`config.mk`:
```
export PLATFORM = sky130hd
export DESIGN_NAME = perf_counter_bank
export DESIGN_NICKNAME = d
export VERILOG_FILES = /design/src/rtl/perf_pkg.sv /design/src/rtl/perf_channel.sv /design/src/rtl/perf_counter_bank.sv
export SDC_FILE = /design/constraint.sdc
export NUM_CORES = 2
export LEC_CHECK = 0
export CAP_MARGIN = 20
export CORE_UTILIZATION = 55
export CTS_BUF_LIST = sky130_fd_sc_hd__clkbuf_4
export CTS_CLUSTER_SIZE = 8
export DETAILED_ROUTE_END_ITERATION = 16
export DONT_BUFFER_PORTS = 1
export HOLD_SLACK_MARGIN = 0.02
export PLACE_DENSITY = 0.77
export SLEW_MARGIN = 20
export SYNTH_ARGS = -nofsm -noshare
export SYNTH_HDL_FRONTEND = slang
export SYNTH_HIERARCHICAL = 1
export SYNTH_SLANG_ARGS = --single-unit
```
`constraint.sdc`:
```
create_clock -name clk -period 2.52 [get_ports clk]
set_input_delay 0.126 -clock clk [delete_from_list [all_inputs] [get_ports clk]]
set_output_delay 0.126 -clock clk [all_outputs]
set_load 0.05 [all_outputs]
```
`src/rtl/perf_pkg.sv`:
```
// Shared constants and channel naming for the performance counter bank.
package perf_pkg;

  localparam int unsigned NUM_CH_DEF = 16;
  localparam int unsigned CNT_W_DEF  = 32;
  localparam int unsigned MAX_CH     = 32;
  localparam int unsigned CH_IDX_W   = 5;

  typedef enum logic [CH_IDX_W-1:0] {
    CH_L1I_HIT    = 5'd0,
    CH_L1I_MISS   = 5'd1,
    CH_L1D_HIT    = 5'd2,
    CH_L1D_MISS   = 5'd3,
    CH_L2_HIT     = 5'd4,
    CH_L2_MISS    = 5'd5,
    CH_BRANCH     = 5'd6,
    CH_MISPREDICT = 5'd7,
    CH_STALL      = 5'd8
  } perf_ch_e;

  // Channel-select width; a single channel still gets a 1-bit select.
  function automatic int unsigned sel_width(input int unsigned n);
    return (n > 1) ? $clog2(n) : 1;
  endfunction

endpackage

```
`src/rtl/perf_channel.sv`:
```
// One event channel: edge/level qualifier, live counter, shadow copy, sticky overflow.
// Define PERF_SATURATE_EN to hold the counter at all-ones instead of wrapping.
module perf_channel
  import perf_pkg::*;
#(
  parameter int unsigned CNT_W = CNT_W_DEF
) (
  input  logic             clk,
  input  logic             rst_n,
  input  logic             event_i,
  input  logic             edge_mode_i,
  input  logic             freeze_i,
  input  logic             clear_i,
  input  logic             snapshot_i,
  output logic [CNT_W-1:0] live_o,
  output logic [CNT_W-1:0] shadow_o,
  output logic             overflow_o
);

  logic             r_prev;
  logic [CNT_W-1:0] r_live;
  logic [CNT_W-1:0] r_shadow;
  logic             r_ovf;

  logic             w_qual;
  logic             w_inc;
  logic             w_at_max;
  logic [CNT_W-1:0] w_live_nxt;

  // In edge mode an event only qualifies when the previous cycle was low.
  assign w_qual   = event_i & ~(edge_mode_i & r_prev);
  assign w_inc    = w_qual & ~freeze_i & ~clear_i;
  assign w_at_max = &r_live;

`ifdef PERF_SATURATE_EN
  assign w_live_nxt = w_at_max ? r_live : r_live + CNT_W'(1);
`else
  assign w_live_nxt = r_live + CNT_W'(1);
`endif

  always_ff @(posedge clk or negedge rst_n) begin
    if (!rst_n) begin
      r_prev <= 1'b0;
    end else begin
      r_prev <= event_i;
    end
  end

  always_ff @(posedge clk or negedge rst_n) begin
    if (!rst_n) begin
      r_live <= '0;
    end else if (clear_i) begin
      r_live <= '0;
    end else if (w_inc) begin
      r_live <= w_live_nxt;
    end
  end

  // Shadow captures the pre-update live value; clear and freeze leave it alone.
  always_ff @(posedge clk or negedge rst_n) begin
    if (!rst_n) begin
      r_shadow <= '0;
    end else if (snapshot_i) begin
      r_shadow <= r_live;
    end
  end

  always_ff @(posedge clk or negedge rst_n) begin
    if (!rst_n) begin
      r_ovf <= 1'b0;
    end else if (clear_i) begin
      r_ovf <= 1'b0;
    end else if (w_inc && w_at_max) begin
      r_ovf <= 1'b1;
    end
  end

  assign live_o     = r_live;
  assign shadow_o   = r_shadow;
  assign overflow_o = r_ovf;

endmodule

```
`src/rtl/perf_counter_bank.sv`:
```
// Bank of NUM_CH independent event counters with shadow snapshot and a combinational read port.
// Build option: PERF_SATURATE_EN (saturating counters instead of wrapping).
module perf_counter_bank
  import perf_pkg::*;
#(
  parameter int unsigned NUM_CH = NUM_CH_DEF,
  parameter int unsigned CNT_W  = CNT_W_DEF
) (
  input  logic                          clk,
  input  logic                          rst_n,
  input  logic [NUM_CH-1:0]             event_i,
  input  logic [NUM_CH-1:0]             edge_mode_i,
  input  logic                          freeze_i,
  input  logic                          clear_i,
  input  logic                          snapshot_i,
  input  logic [sel_width(NUM_CH)-1:0]  read_sel_i,
  input  logic                          read_shadow_i,
  output logic [CNT_W-1:0]              read_data_o,
  output logic [NUM_CH-1:0]             overflow_o
);

  localparam int unsigned SEL_W = sel_width(NUM_CH);

  logic [CNT_W-1:0] w_live   [NUM_CH];
  logic [CNT_W-1:0] w_shadow [NUM_CH];

  for (genvar g = 0; g < NUM_CH; g++) begin : g_ch
    perf_channel #(
      .CNT_W (CNT_W)
    ) u_ch (
      .clk         (clk),
      .rst_n       (rst_n),
      .event_i     (event_i[g]),
      .edge_mode_i (edge_mode_i[g]),
      .freeze_i    (freeze_i),
      .clear_i     (clear_i),
      .snapshot_i  (snapshot_i),
      .live_o      (w_live[g]),
      .shadow_o    (w_shadow[g]),
      .overflow_o  (overflow_o[g])
    );
  end

  // Selects beyond the last channel match nothing and read as zero.
  always_comb begin
    read_data_o = '0;
    for (int unsigned c = 0; c < NUM_CH; c++) begin
      if (read_sel_i == SEL_W'(c)) begin
        read_data_o = read_shadow_i ? w_shadow[c] : w_live[c];
      end
    end
  end

endmodule

```
* After elaboration in Yosys (flattened, before gate mapping)
Cells that the tools add are included.
** Storage, ports and cells
- Register bits after elaboration :: 1056
- Bits of input ports :: 42
- Output and inout bits :: 48
- Word-level logic and storage cells :: 338
** Operators by class
- Add/sub/neg operators :: 16
- Equal/unequal tests :: 15
- Multiplexer cells :: 96
- Bitwise gates (word level) :: 82
- Reduce and logical (&&, ||, !) cells :: 65
** Operators with widths (count)
- 32-bit 2-to-1 mux :: 64
- 32-bit by 1-bit adder with 32-bit output (second input constant) :: 16
- 32-bit AND reduction :: 16
- 1-bit AND :: 64
- 2-bit nonzero test :: 32
- 4-bit equality test (second input constant) :: 8
- 1-bit 2-to-1 mux :: 32
- 1-bit NOT :: 18
- 4-bit by 3-bit equality test with 1-bit output (second input constant) :: 4
- 1-bit logical AND :: 16
- 4-bit by 2-bit equality test with 1-bit output (second input constant) :: 2
- 4-bit by 1-bit equality test with 1-bit output (second input constant) :: 1
- 4-bit logical NOT :: 1

* Depth between registers and ports, before layout
- Depth after elaboration :: 17
- Depth in mapped cells :: 10
- Mapped depth without buffers :: 6

* Hierarchy
The synthesis kept the hierarchy.
** Modules (own cells, without submodules)
- perf_channel :: times used 16, cells each 238, area each 2885.3 um^2, sequential area each 1651.6 um^2
- perf_counter_bank :: times used 1, cells each 1304, area each 10516.3 um^2, sequential area each 0.0 um^2

* Worst setup path before layout
Ideal clock, no wire load.
- Kind :: input -> output
- From :: input read_sel_i[0]
- To :: output read_data_o[23]
- Arrival time :: 2.491 ns
- Data required time :: 2.394 ns
- Setup slack :: -0.097 ns
- Stages :: 9
- Buffers on the path :: 4
- Path through :: buf_2 > buf_4 > buf_2 > buf_2 > mux4_2 > nor3_1 > a31oi_1 > a31oi_1 > a211oi_1
** On the way
- Cells in the longest elaborated chain, start to end :: 17
- Elaborated cells on any way between the ends :: 32
- Those cells by class :: eq/ne (15); mux (16); reduce/logical (1)
** Ends and longest elaborated chain
- start, declared :: RTL line perf_counter_bank.sv:16 : input logic [sel_width(NUM_CH)-1:0] read_sel_i,
- 4-bit logical NOT :: RTL line perf_counter_bank.sv:48 : if (read_sel_i == SEL_W'(c)) begin
- 32-bit 2-to-1 mux (15 in series) :: RTL line perf_counter_bank.sv:48
- 32-bit 2-to-1 mux (*) :: RTL line perf_counter_bank.sv:48
- end, declared :: RTL line perf_counter_bank.sv:18 : output logic [CNT_W-1:0] read_data_o,
Every way passes the cells marked *; elsewhere a longest branch is shown, timed or not.

* Final worst setup path
- From :: input read_shadow_i
- To :: output read_data_o[4]
** On the way
- Cells in the longest elaborated chain, start to end :: 17
- Elaborated cells on any way between the ends :: 32
- Those cells by class :: mux (32)
** Ends and longest elaborated chain
- start, declared :: RTL line perf_counter_bank.sv:17 : input logic read_shadow_i,
- 32-bit 2-to-1 mux :: RTL line perf_counter_bank.sv:49 : read_data_o = read_shadow_i ? w_shadow[c] : w_live[c];
- 32-bit 2-to-1 mux (15 in series) :: RTL line perf_counter_bank.sv:48
- 32-bit 2-to-1 mux (*) :: RTL line perf_counter_bank.sv:48
Marked as above.

==> reports/qor.yml <==
outcome:
  status: "finished, violations left"
  violations: "negative hold slack, max-slew violations, negative setup slack"
hold_path:
  whs_path_depth: 1
  hold_path_class: "input port to flip-flop"
clock_network:
  cts.sinks: 1056
  cts-buffers-inserted: 306
  cts_max_path_buffers: 4
  clkLatencyLatePin_ns: 1.25
  clk_pin_slew_worst_paths_ns: 0.07
  cts_tree: "built"
  htreeDepth: 5
  root_buffer: "clkbuf_4"
finish:
  fin_cells: 8254
  areaGrowthSynthToFinish_pct: 37.5
  drive_above_1_share: 0.287
  fin_nets: 6746
synthesis:
  synth_cell_types: 73
  syn-num-nets: 5170
  synth_area_um2: 56700
  synth_edf_count: 0
  seq_area_frac_synth: 0.466
  synth.avg_cell_area_um2: 11.1
  async_flop_share: 1.00
  synthFlopType: "dfrtp_1"
  yosysWarnings: 6
  ys_ff_latch: 1056
  postSynthCellCount: 5112
routing:
  post_drt_wl_per_cell_um: 26.9
  vias: 52600
  routed_wl_um: 222000
  first_iter_violations: 6273
  antenna_left: 0
  vias_per_cell: 6.37
  drc: 0
  drt_pass1_iterations: 6
critical_path:
  startpoint_type: "input port"
  cp.arrival_ns: 3.55
  worst-setup-path-type: "input port to primary output"
  reg2regPathDepth: 7
  worstPathRequired_ns: 2.39
  crit_fanout: 464
  cp-end-kind: "primary output"
placed_design:
  port_buffers: 0
  dp.cells: 6457
  dp_slack_ns: -0.255
  routabilityCongestion: 1.07
  dp.final_hpwl_um: 116000
sta:
  fin_crit_sh: 1.46
  rsz0062_at_grt: "true"
  drv_slew: 207
  setup_tns_ns: -61.06
  fmax_ghz: 0.272
  fin_worst_skew_ns: 0.121
  finalHoldViolations: 408
  finalSetupViolations: 315
  worst_pin_slew_ns: 2.51
  slew-limit-headroom: -0.675
  fin_crit_ns: 3.68
  fin_hold_ws_ns: -1.00
  finalWorstSetupSlack_ns: -1.16
grt:
  grt_pass1_vias: 53500
  grtUsageTotal: 0.407
  grt_pass1_wl_um: 321000
  antenna_found_initial: 7
  grt.overflow.total: 0
  grt_max_degree: 1057
die:
  dieArea_um2: 104000
  ios: 90
  start_util: 0.556
  rows: 117
  die_h_um: 323
  core_um2: 102000
  die_x_um: 323
power:
  power_leakage_nw: 38.3
  p_per_area_nw_per_um2: 463
  max-vdd-ir-drop_v: 0.000420
flow_run:
  drv_cap: 0
==> cells in the final DEF (no fill, tap or decap), types with 31 or more instances in the layout <==
| cell type | Yosys | layout |
|---|---|---|
| nor3_1 | 50 | 45 |
| mux2i_1 | 325 | 254 |
| dlygate4sd3_1 | 0 | 1204 |
| clkbuf_4 | 1 | 428 |
| nor2_1 | 601 | 590 |
| xor2_1 | 384 | 384 |
| nand4_1 | 240 | 240 |
| dfrtp_2 | 0 | 69 |
| xnor2_1 | 96 | 95 |
| clkinv_1 | 1 | 50 |
| inv_1 | 36 | 36 |
| o22ai_1 | 130 | 98 |
| a21oi_1 | 132 | 94 |
| mux2i_4 | 0 | 31 |
| mux2i_2 | 0 | 40 |
| and2_1 | 66 | 66 |
| mux4_2 | 44 | 44 |
| mux2_2 | 661 | 635 |
| buf_4 | 38 | 346 |
| nand3_1 | 229 | 226 |
| and3_1 | 49 | 49 |
| nand2_1 | 183 | 179 |
| dfrtp_1 | 1056 | 987 |
| o21ai_0 | 96 | 62 |
==> cells by family (layout without fill, tap and decap cells) <==
logic type / after synthesis / count (layout) / synth area share
xor+xnor: 480 / 480 / 0.0742
simple gates: 1601 / 1601 / 0.150
other cells: 0 / 13 / 0
mux: 1030 / 1030 / 0.206
fa+ha+maj: 16 / 16 / 0.00353
compound gates: 561 / 561 / 0.0698
flops: 1056 / 1056 / 0.466
buf+inv: 368 / 2129 / 0.0297
==> final cells by class <==
class / instances / area (um2)
Antenna cell: 13 / 32.5
Clock buffer: 428 / 3210
Clock inverter: 65 / 408
Fill cell: 5792 / 24100
Inverter: 37 / 139
Multi-Input combinational cell: 3688 / 30500
Sequential cell: 1056 / 26500
Tap cell: 1368 / 1710
Timing Repair Buffer: 1599 / 15400
==> Yosys cell counts (all sizes together), types with 96 or more instances <==
cell type  instances  area share
a21oi            132       0.012
dfrtp           1056        0.47
nand4            256       0.032
o21ai            100      0.0088
mux2i            325       0.057
o22ai            131       0.015
nor2             602       0.040
xor2             384       0.059
mux2             661        0.13
nand3            245       0.023
clkbuf           139      0.0093
nand2            183       0.012
xnor2             96       0.015
buf              192       0.018
==> registers in the layout, indices dropped and copies added, names as in the netlist <==
register	count
g_ch.u_ch/live_o	512
g_ch.u_ch/overflow_o	16
g_ch.u_ch/r_prev	16
g_ch.u_ch/shadow_o	512
==> routing by layer <==
metal | part of all wire | GRT usage | vias to the layer above | wire length, um
li1 | - | - | 21800 | -
met1 | 0.35 | 0.475 | 26300 | 77800
met2 | 0.45 | 0.632 | 3373 | 101000
met3 | 0.098 | 0.110 | 1128 | 21800
met4 | 0.097 | 0.327 | 6 | 21500
met5 | 0.00017 | 0 | - | 37
==> critical path, stage by stage <==
cell     delay, ns
mux2i_1       1.09
a21oi_1       0.24
o21ai_0       0.26
o21ai_1       0.11
a311o_2       0.40
buf_12        0.18
==> what timing repair did <==
| action | CTS | global route |
|---|---|---|
| buffers inserted | 58 | 36 |
| gates resized for setup | 353 | 175 |
| pin swaps | 87 | 64 |
| hold endpoints to repair | 2112 | 697 |
| setup endpoints to repair | 32 | 84 |
| hold buffers | 1176 | 32 |
==> path summary, 6_finish.rpt <==
path	startpoint	to	slack (ns)
max	read_shadow_i	read_data_o[4]	-1.16
min reg2reg	g_ch[9].u_ch/live_o[29]	g_ch[9].u_ch/live_o[29]	0.59
min in group asynchronous	rst_n	g_ch[15].u_ch/live_o[19]	0.36
min	clear_i	g_ch[3].u_ch/live_o[24]	-1.00
max reg2reg	g_ch[14].u_ch/live_o[4]	g_ch[14].u_ch/live_o[25]	-0.24
max in group asynchronous	rst_n	g_ch[3].u_ch/live_o[27]	-0.29
==> power breakdown <==
group / switching [W] / leakage (nW) / internal [W] / total, W
logic: 0.00141 / 21.5 / 0.00115 / 0.00255
clock network: 0.00804 / 2.17 / 0.00837 / 0.0164
registers: 0.0000890 / 14.6 / 0.0170 / 0.0171
==> through the flow <==
stage,power (W),util,area [um2]
after CTS,0.0349,0.750,76500
after floorplan,0.0189,-,56700
after global routing,0.0371,0.764,77900
after global placement,0.0189,0.581,59300
after detailed placement,0.0189,0.581,59300
final,0.0361,0.764,78000
(Power assumes the default switching activity.)
